### config.mk
export PLATFORM = sky130hd
export DESIGN_NAME = dmem_access
export DESIGN_NICKNAME = d
export VERILOG_FILES = /design/src/rtl/dmem_pkg.sv /design/src/rtl/dmem_align.sv /design/src/rtl/dmem_access.sv
export SDC_FILE = /design/constraint.sdc
export NUM_CORES = 1
export LEC_CHECK = 0
export ABC_AREA = 1
export CORE_ASPECT_RATIO = 1.5
export CORE_MARGIN = 3
export CORE_UTILIZATION = 37
export DETAILED_ROUTE_END_ITERATION = 10
export PLACE_DENSITY = 0.94
export SYNTH_ARGS = -nofsm -noshare
export SYNTH_HDL_FRONTEND = slang
export SYNTH_SLANG_ARGS = --single-unit
### constraint.sdc
create_clock -name clk -period 2.2 [get_ports clk]
set_clock_uncertainty 0.2 [all_clocks]
set_input_delay 0.33 -clock clk [delete_from_list [all_inputs] [get_ports clk]]
set_output_delay 0.33 -clock clk [all_outputs]
set_load 0.005 [all_outputs]
### src/rtl/dmem_pkg.sv
// Shared types and constants for the data-memory access stage.
package dmem_pkg;
  localparam int WORD_BYTES = 4;

  typedef enum logic [1:0] {
    BYTE = 2'd0,
    HALF = 2'd1,
    WORD = 2'd2
  } size_t;

  typedef enum logic [1:0] {
    IDLE = 2'd0,
    READ = 2'd1,
    RESP = 2'd2
  } state_t;
endpackage

### src/rtl/dmem_align.sv
// Store lane steering and load shift/extend for dmem_access.
// DMEM_MISALIGN_TRAP_EN: flag misaligned half/word and size 3 instead of masking the offset.
module dmem_align
  import dmem_pkg::*;
(
  input  logic [1:0]            size,
  input  logic [1:0]            offset,
  input  logic                  is_unsigned,
  input  logic [31:0]           st_data,
  input  logic [31:0]           ld_word,
  output logic [WORD_BYTES-1:0] st_be,
  output logic [31:0]           st_lanes,
  output logic [31:0]           ld_data,
  output logic                  misalign
);
  size_t       eff_size;
  logic [1:0]  eff_off;
  logic [31:0] shifted;

  always_comb begin
    eff_size = (size == 2'd3) ? WORD : size_t'(size);
    case (eff_size)
      BYTE:    eff_off = offset;
      HALF:    eff_off = {offset[1], 1'b0};
      default: eff_off = 2'd0;
    endcase
    shifted  = ld_word >> {eff_off, 3'b000};
    st_be    = '0;
    st_lanes = st_data;
    ld_data  = shifted;
    case (eff_size)
      BYTE: begin
        st_be    = 4'b0001 << eff_off;
        st_lanes = {4{st_data[7:0]}};
        ld_data  = is_unsigned ? {24'd0, shifted[7:0]} : {{24{shifted[7]}}, shifted[7:0]};
      end
      HALF: begin
        st_be    = 4'b0011 << eff_off;
        st_lanes = {2{st_data[15:0]}};
        ld_data  = is_unsigned ? {16'd0, shifted[15:0]} : {{16{shifted[15]}}, shifted[15:0]};
      end
      default: st_be = 4'b1111;
    endcase
  end

`ifdef DMEM_MISALIGN_TRAP_EN
  assign misalign = (size == 2'd3) || ((size == HALF) && offset[0]) ||
                    ((size == WORD) && (offset != 2'd0));
`else
  assign misalign = 1'b0;
`endif
endmodule

### src/rtl/dmem_access.sv
// Load/store stage between the pipeline and port B of the byte-enabled data RAM.
// DMEM_MISALIGN_TRAP_EN (see dmem_align) turns misaligned accesses into error responses.
module dmem_access
  import dmem_pkg::*;
#(
  parameter  int DEPTH = 1024,
  localparam int AW    = $clog2(DEPTH)
) (
  input  logic                  clk,
  input  logic                  rstb,
  input  logic                  req_valid,
  output logic                  req_ready,
  input  logic                  req_write,
  input  logic [1:0]            req_size,
  input  logic                  req_unsigned,
  input  logic [31:0]           req_addr,
  input  logic [31:0]           req_wdata,
  output logic                  rsp_valid,
  input  logic                  rsp_ready,
  output logic [31:0]           rsp_rdata,
  output logic                  rsp_error,
  output logic                  mem_en,
  output logic                  mem_rst,
  output logic [WORD_BYTES-1:0] mem_we,
  output logic [AW-1:0]         mem_addr,
  output logic [31:0]           mem_wdata,
  input  logic [31:0]           mem_rdata
);
  state_t      state_q, state_d;
  logic [1:0]  size_q, size_d;
  logic [1:0]  off_q, off_d;
  logic        uns_q, uns_d;
  logic [31:0] rdata_q, rdata_d;
  logic        err_q, err_d;

  logic                  accept;
  logic [1:0]            al_size, al_off;
  logic                  al_uns;
  logic [WORD_BYTES-1:0] st_be;
  logic [31:0]           ld_data;
  logic                  misalign;
  logic                  unused_addr_hi;

  // One aligner serves both the accept cycle (live request) and READ (latched fields).
  assign al_size = (state_q == READ) ? size_q : req_size;
  assign al_off  = (state_q == READ) ? off_q  : req_addr[1:0];
  assign al_uns  = (state_q == READ) ? uns_q  : req_unsigned;

  dmem_align u_align (
    .size        (al_size),
    .offset      (al_off),
    .is_unsigned (al_uns),
    .st_data     (req_wdata),
    .ld_word     (mem_rdata),
    .st_be       (st_be),
    .st_lanes    (mem_wdata),
    .ld_data     (ld_data),
    .misalign    (misalign)
  );

  assign req_ready      = (state_q == IDLE) && !rstb;
  assign accept         = req_valid && req_ready;
  assign rsp_valid      = (state_q == RESP) && !rstb;
  assign rsp_rdata      = rstb ? '0 : rdata_q;
  assign rsp_error      = rstb ? 1'b0 : err_q;
  assign mem_rst        = rstb;
  assign mem_addr       = req_addr[AW+1:2];
  assign unused_addr_hi = ^req_addr[31:AW+2];

  always_comb begin
    state_d = state_q;
    size_d  = size_q;
    off_d   = off_q;
    uns_d   = uns_q;
    rdata_d = rdata_q;
    err_d   = err_q;
    mem_en  = 1'b0;
    mem_we  = '0;
    case (state_q)
      IDLE: begin
        if (accept) begin
          size_d  = req_size;
          off_d   = req_addr[1:0];
          uns_d   = req_unsigned;
          rdata_d = '0;
          err_d   = misalign;
          if (misalign) begin
            state_d = RESP;
          end else begin
            mem_en = 1'b1;
            if (req_write) begin
              mem_we  = st_be;
              state_d = RESP;
            end else begin
              state_d = READ;
            end
          end
        end
      end
      READ: begin
        rdata_d = ld_data;
        state_d = RESP;
      end
      RESP: begin
        if (rsp_ready) state_d = IDLE;
      end
      default: state_d = IDLE;
    endcase
  end

  always_ff @(posedge clk) begin
    if (rstb) begin
      state_q <= IDLE;
      size_q  <= 2'd0;
      off_q   <= 2'd0;
      uns_q   <= 1'b0;
      rdata_q <= '0;
      err_q   <= 1'b0;
    end else begin
      state_q <= state_d;
      size_q  <= size_d;
      off_q   <= off_d;
      uns_q   <= uns_d;
      rdata_q <= rdata_d;
      err_q   <= err_d;
    end
  end
endmodule

==> results.txt <==
The flow ran to the end, but the final reports show violations. The checks that failed: negative setup slack. The average footprint of a synthesized cell came out at ~5.8 um^2.

After synthesis, the netlist uses 30 different library cells. After routing the design area is around 0.0054 mm^2. The final number of hold-violating endpoints is 0.

The vertical die dimension is approximately 110 um. In this run the most critical hold path is launched from uns_q. The number of placement rows is 38. The H-tree level count is 2. The via count of the first global-routing pass was roughly 3700. The tool flagged a number of max-cap violations equal to 0. The number of top-level pins is approximately 190. Once placement finished, the instance area stood at approximately 0.0047 mm^2.

STA classifies the critical path startpoint as a flop. The total nets after synthesis is approximately 600. The worst endpoint data arrival time came out at 1.71 ns. The worst-case clock buffer depth is 2. Counting cells, the worst reg-to-reg path comes to 13. The per-cell via count in the routed design is between 4 and 5.

In this design, the largest share of critical-path delay is due to buffers and inverters. In the final routing, the length of wire on met1 measures 4630 um. The maximum ir drop on the vdd rail is roughly 0.26 mV. Routability-driven placement finished with a final weighted congestion of 0.950.

CTS placed an instance of clkbuf_8 at the clock tree root. The post-detailed-placement half-perimeter wirelength is approximately 8300 um. The clock network latency to the later pin of the worst-skew pair is between 0.3 and 0.4 ns. The antenna violation net count after detailed routing is 0. The netlist area before placement is ~0.0029 mm^2. Leaving out fill and tap cells, the most frequent cell in the layout is nand2_1. Before antenna repair, the detailed router went through 6 iterations. The area enclosed by the die boundary came out at roughly 0.0089 mm^2. Entering global routing, the biggest net connects 33 pins. The final period utilization came out at 102%. The number of nets at the end of the flow came out at approximately 800.

The worst hold path passes through 2 cells. The starting density of the core came out at between 30% and 40%. The highest achievable clock rate came out at roughly 450 MHz. The top cell types in the final layout, fill and taps aside, are nand2_1, clkdlybuf4s50_1, inv_1. The yosys synthesis warning count came out at 0.

The end of the worst hold path is uns_q. The power per cell area came out at slightly above 400 mW/mm^2. The count of antenna diodes in the layout is 0. The routed length on met2 came out at just under 7000 um.

The launch point of the critical path is state_q[0]. The first-pass GRT wire length came out at ~19000 um. The path type of the worst setup path is reg2out. The number of buffers added to fix hold violations after cts came out at 0.

In this run, placement finished with an instance count of 762. The CTS clock-pin slew for the worst setup and hold paths is approximately 0.09 ns. Relative to the synthesized area, the layout overhead comes to 87.3%. For flop-to-flop paths, the worst setup slack is -0.01 ns. Port buffering added ~150 buffers.

The overall via count from detail_route came out at just under 4000. STA classifies the critical path endpoint as an output pin. The overall routed net length came out at approximately 13000 um. Setup repair after global routing could not meet its margin everywhere. Setup violations remaining at the end of the flow were counted as 8. For the finished layout, the period the worst path requires is 2.24 ns. The number of sinks driven by the clock tree came out at 39. For this run, the number of standard cells in the final layout without fillers is a little under 800. The worst endpoint required time is 1.67 ns. The endpoint identified for the worst register-to-register timing path is rdata_q[30]. The gate count of the mapped netlist came out at 497.

The number of DRC markers after the initial detailed-route iteration is 325. Global routing used around a quarter of the available tracks. The number of clock buffers inserted by TritonCTS is 5.

The worst register-to-register path begins at state_q[0]. Counting both buffers and inverters, the worst setup path holds a total of 4. Across all setup checks in the final design, the least slack found is -0.0401 ns. The detail-routed net length per standard cell came out at ~16 um. The portion of the post-synthesis area used by sequential elements is a little over a quarter. The count of state elements after synthesis is 39. TritonCTS built the clock tree. For this design the static power due to leakage is about 2.7 nW. The critical path's most frequent cell is nand2_8. The detailed route wirelength on metal3 came out at approximately 840 um.

The number of slew-limit violations in the final report came out at 0. The initial antenna violation count is 0. After floorplanning, the core was sized to cover 0.00742 mm^2. The cell at the slowest stage of the critical path is dfxtp_4. After detailed routing, the number of remaining DRC violations is 0. The tightest min-delay check is of the reg2reg type.

After global routing the overflow that remains totals 0. The critical path's largest stage delay is around 0.37 ns. The worst-path maximum fanout came out at 6.

Traced cell by cell, the critical path runs through buf_12, nand2_8, nand2_4, nand2_8, clkinv_8, bufbuf_16, nand2_1, o211ai_1, buf_2. The post-route netlist has 29.9% of its cells at a drive strength greater than 1. The highest metal layer with signal wires is met4.

The die span in x came out at 78.1 um.
repair_timing:
item | 4_1_cts | 5_1_grt
setup endpoints to repair | 82 | 57
resized for setup | 162 | 95
pin swaps | 9 | 18
gates cloned | 4 | 3
setup buffers | 7 | 11
hold endpoints to repair | 0 | 0
per-stage QoR:
stage	setup slack (ns)	power [mW]	TNS (ns)	hold slack, ns	util (%)
global route	-0.0893	2.32	-1.53	0.310	72.8
global placement	-0.450	1.52	-20.41	0.232	63.4
detailed placement	-0.469	1.54	-23.75	0.252	63.4
floorplan	0.224	1.12	0	0.224	-
CTS	-0.0857	2.09	-0.315	0.261	67.3
finish	-0.0401	2.22	-0.138	0.283	72.8
sequential cells by signal, summed over array words and instances, names as in the netlist:
name / count
rdata_q: 32
off_q: 2
state_q: 2
size_q: 2
uns_q: 1
where the power goes:
part	switching [mW]	internal [mW]
sequential	0.0133	0.735
clock	0.281	0.222
combinational	0.476	0.490
worst register-to-register path: stages (launching register included):
cell     delay [ns]
dfxtp_4        0.37
buf_12         0.13
nand2_8        0.07
buf_4          0.15
nand2_4        0.06
nand2_4        0.10
nand3_4        0.09
buf_8          0.15
nand2_1        0.15
nand3_4        0.12
nand3_4        0.15
nand3_4        0.18
nand2_1        0.13
nand2_1        0.05
cell families (layout without fill, tap and decap cells):
| group | after synthesis | in the layout | synth area share [%] |
|---|---|---|---|
| simple gates | 283 | 285 | 42.0 |
| buf+inv | 116 | 312 | 19.3 |
| compound gates | 58 | 58 | 11.5 |
| flops | 39 | 39 | 27.1 |
| other cells | 1 | 1 | 0.130 |
synth_stat cells:
cell	n	area share (%)
nand2_8	1	0.69
nor2_2	1	0.22
inv_2	3	0.39
conb_1	1	0.13
nand2_2	2	0.43
nand3_1	27	4.7
buf_1	1	0.13
a21oi_1	11	1.9
buf_2	4	0.69
buf_6	5	2.0
o21ai_1	1	0.17
nand3_2	3	1.0
clkinv_1	2	0.26
nand2_1	192	25
inv_1	68	8.9
nand2_4	3	1.2
o21ai_2	1	0.30
a31oi_1	1	0.22
buf_4	21	5.5
nor3_1	1	0.17
or3_1	1	0.22
clkbuf_1	12	1.6
o211ai_1	14	3.6
nor2_1	47	6.1
nor2_4	1	0.39
nand4_1	1	0.22
o21ai_0	30	5.2
dfxtp_1	39	27
nand4_2	1	0.43
nand3_4	2	1.2
layer usage:
metal	vias up	GRT usage (%)
li1	1903	-
met1	1801	28.2
met2	211	47.8
met3	54	4.33
met4	0	14.7
met5	-	0
cell type report:
type,instances,area [um^2]
clock inverters,2,12.5
multi-input cells,344,1880
clock buffers,6,72.6
inverters,73,307
fillers,570,2020
well taps,100,125
flip-flops and latches,39,788
repair buffers,231,2220
how the worst max path moves through the flow:
| stage | to | slack (ns) | cells after the start |
|---|---|---|---|
| 2_1_floorplan | mem_wdata[10] | 0.22 | 9 |
| 3_3_place_gp | mem_we[3] | -0.45 | 9 |
| 3_5_place_dp | mem_we[3] | -0.47 | 9 |
| 4_1_cts | mem_wdata[29] | -0.09 | 11 |
| 5_1_grt | mem_we[3] | -0.09 | 9 |
| 6_report | mem_wdata[28] | -0.04 | 9 |
Note: power is estimated with default switching activity, not from simulation.
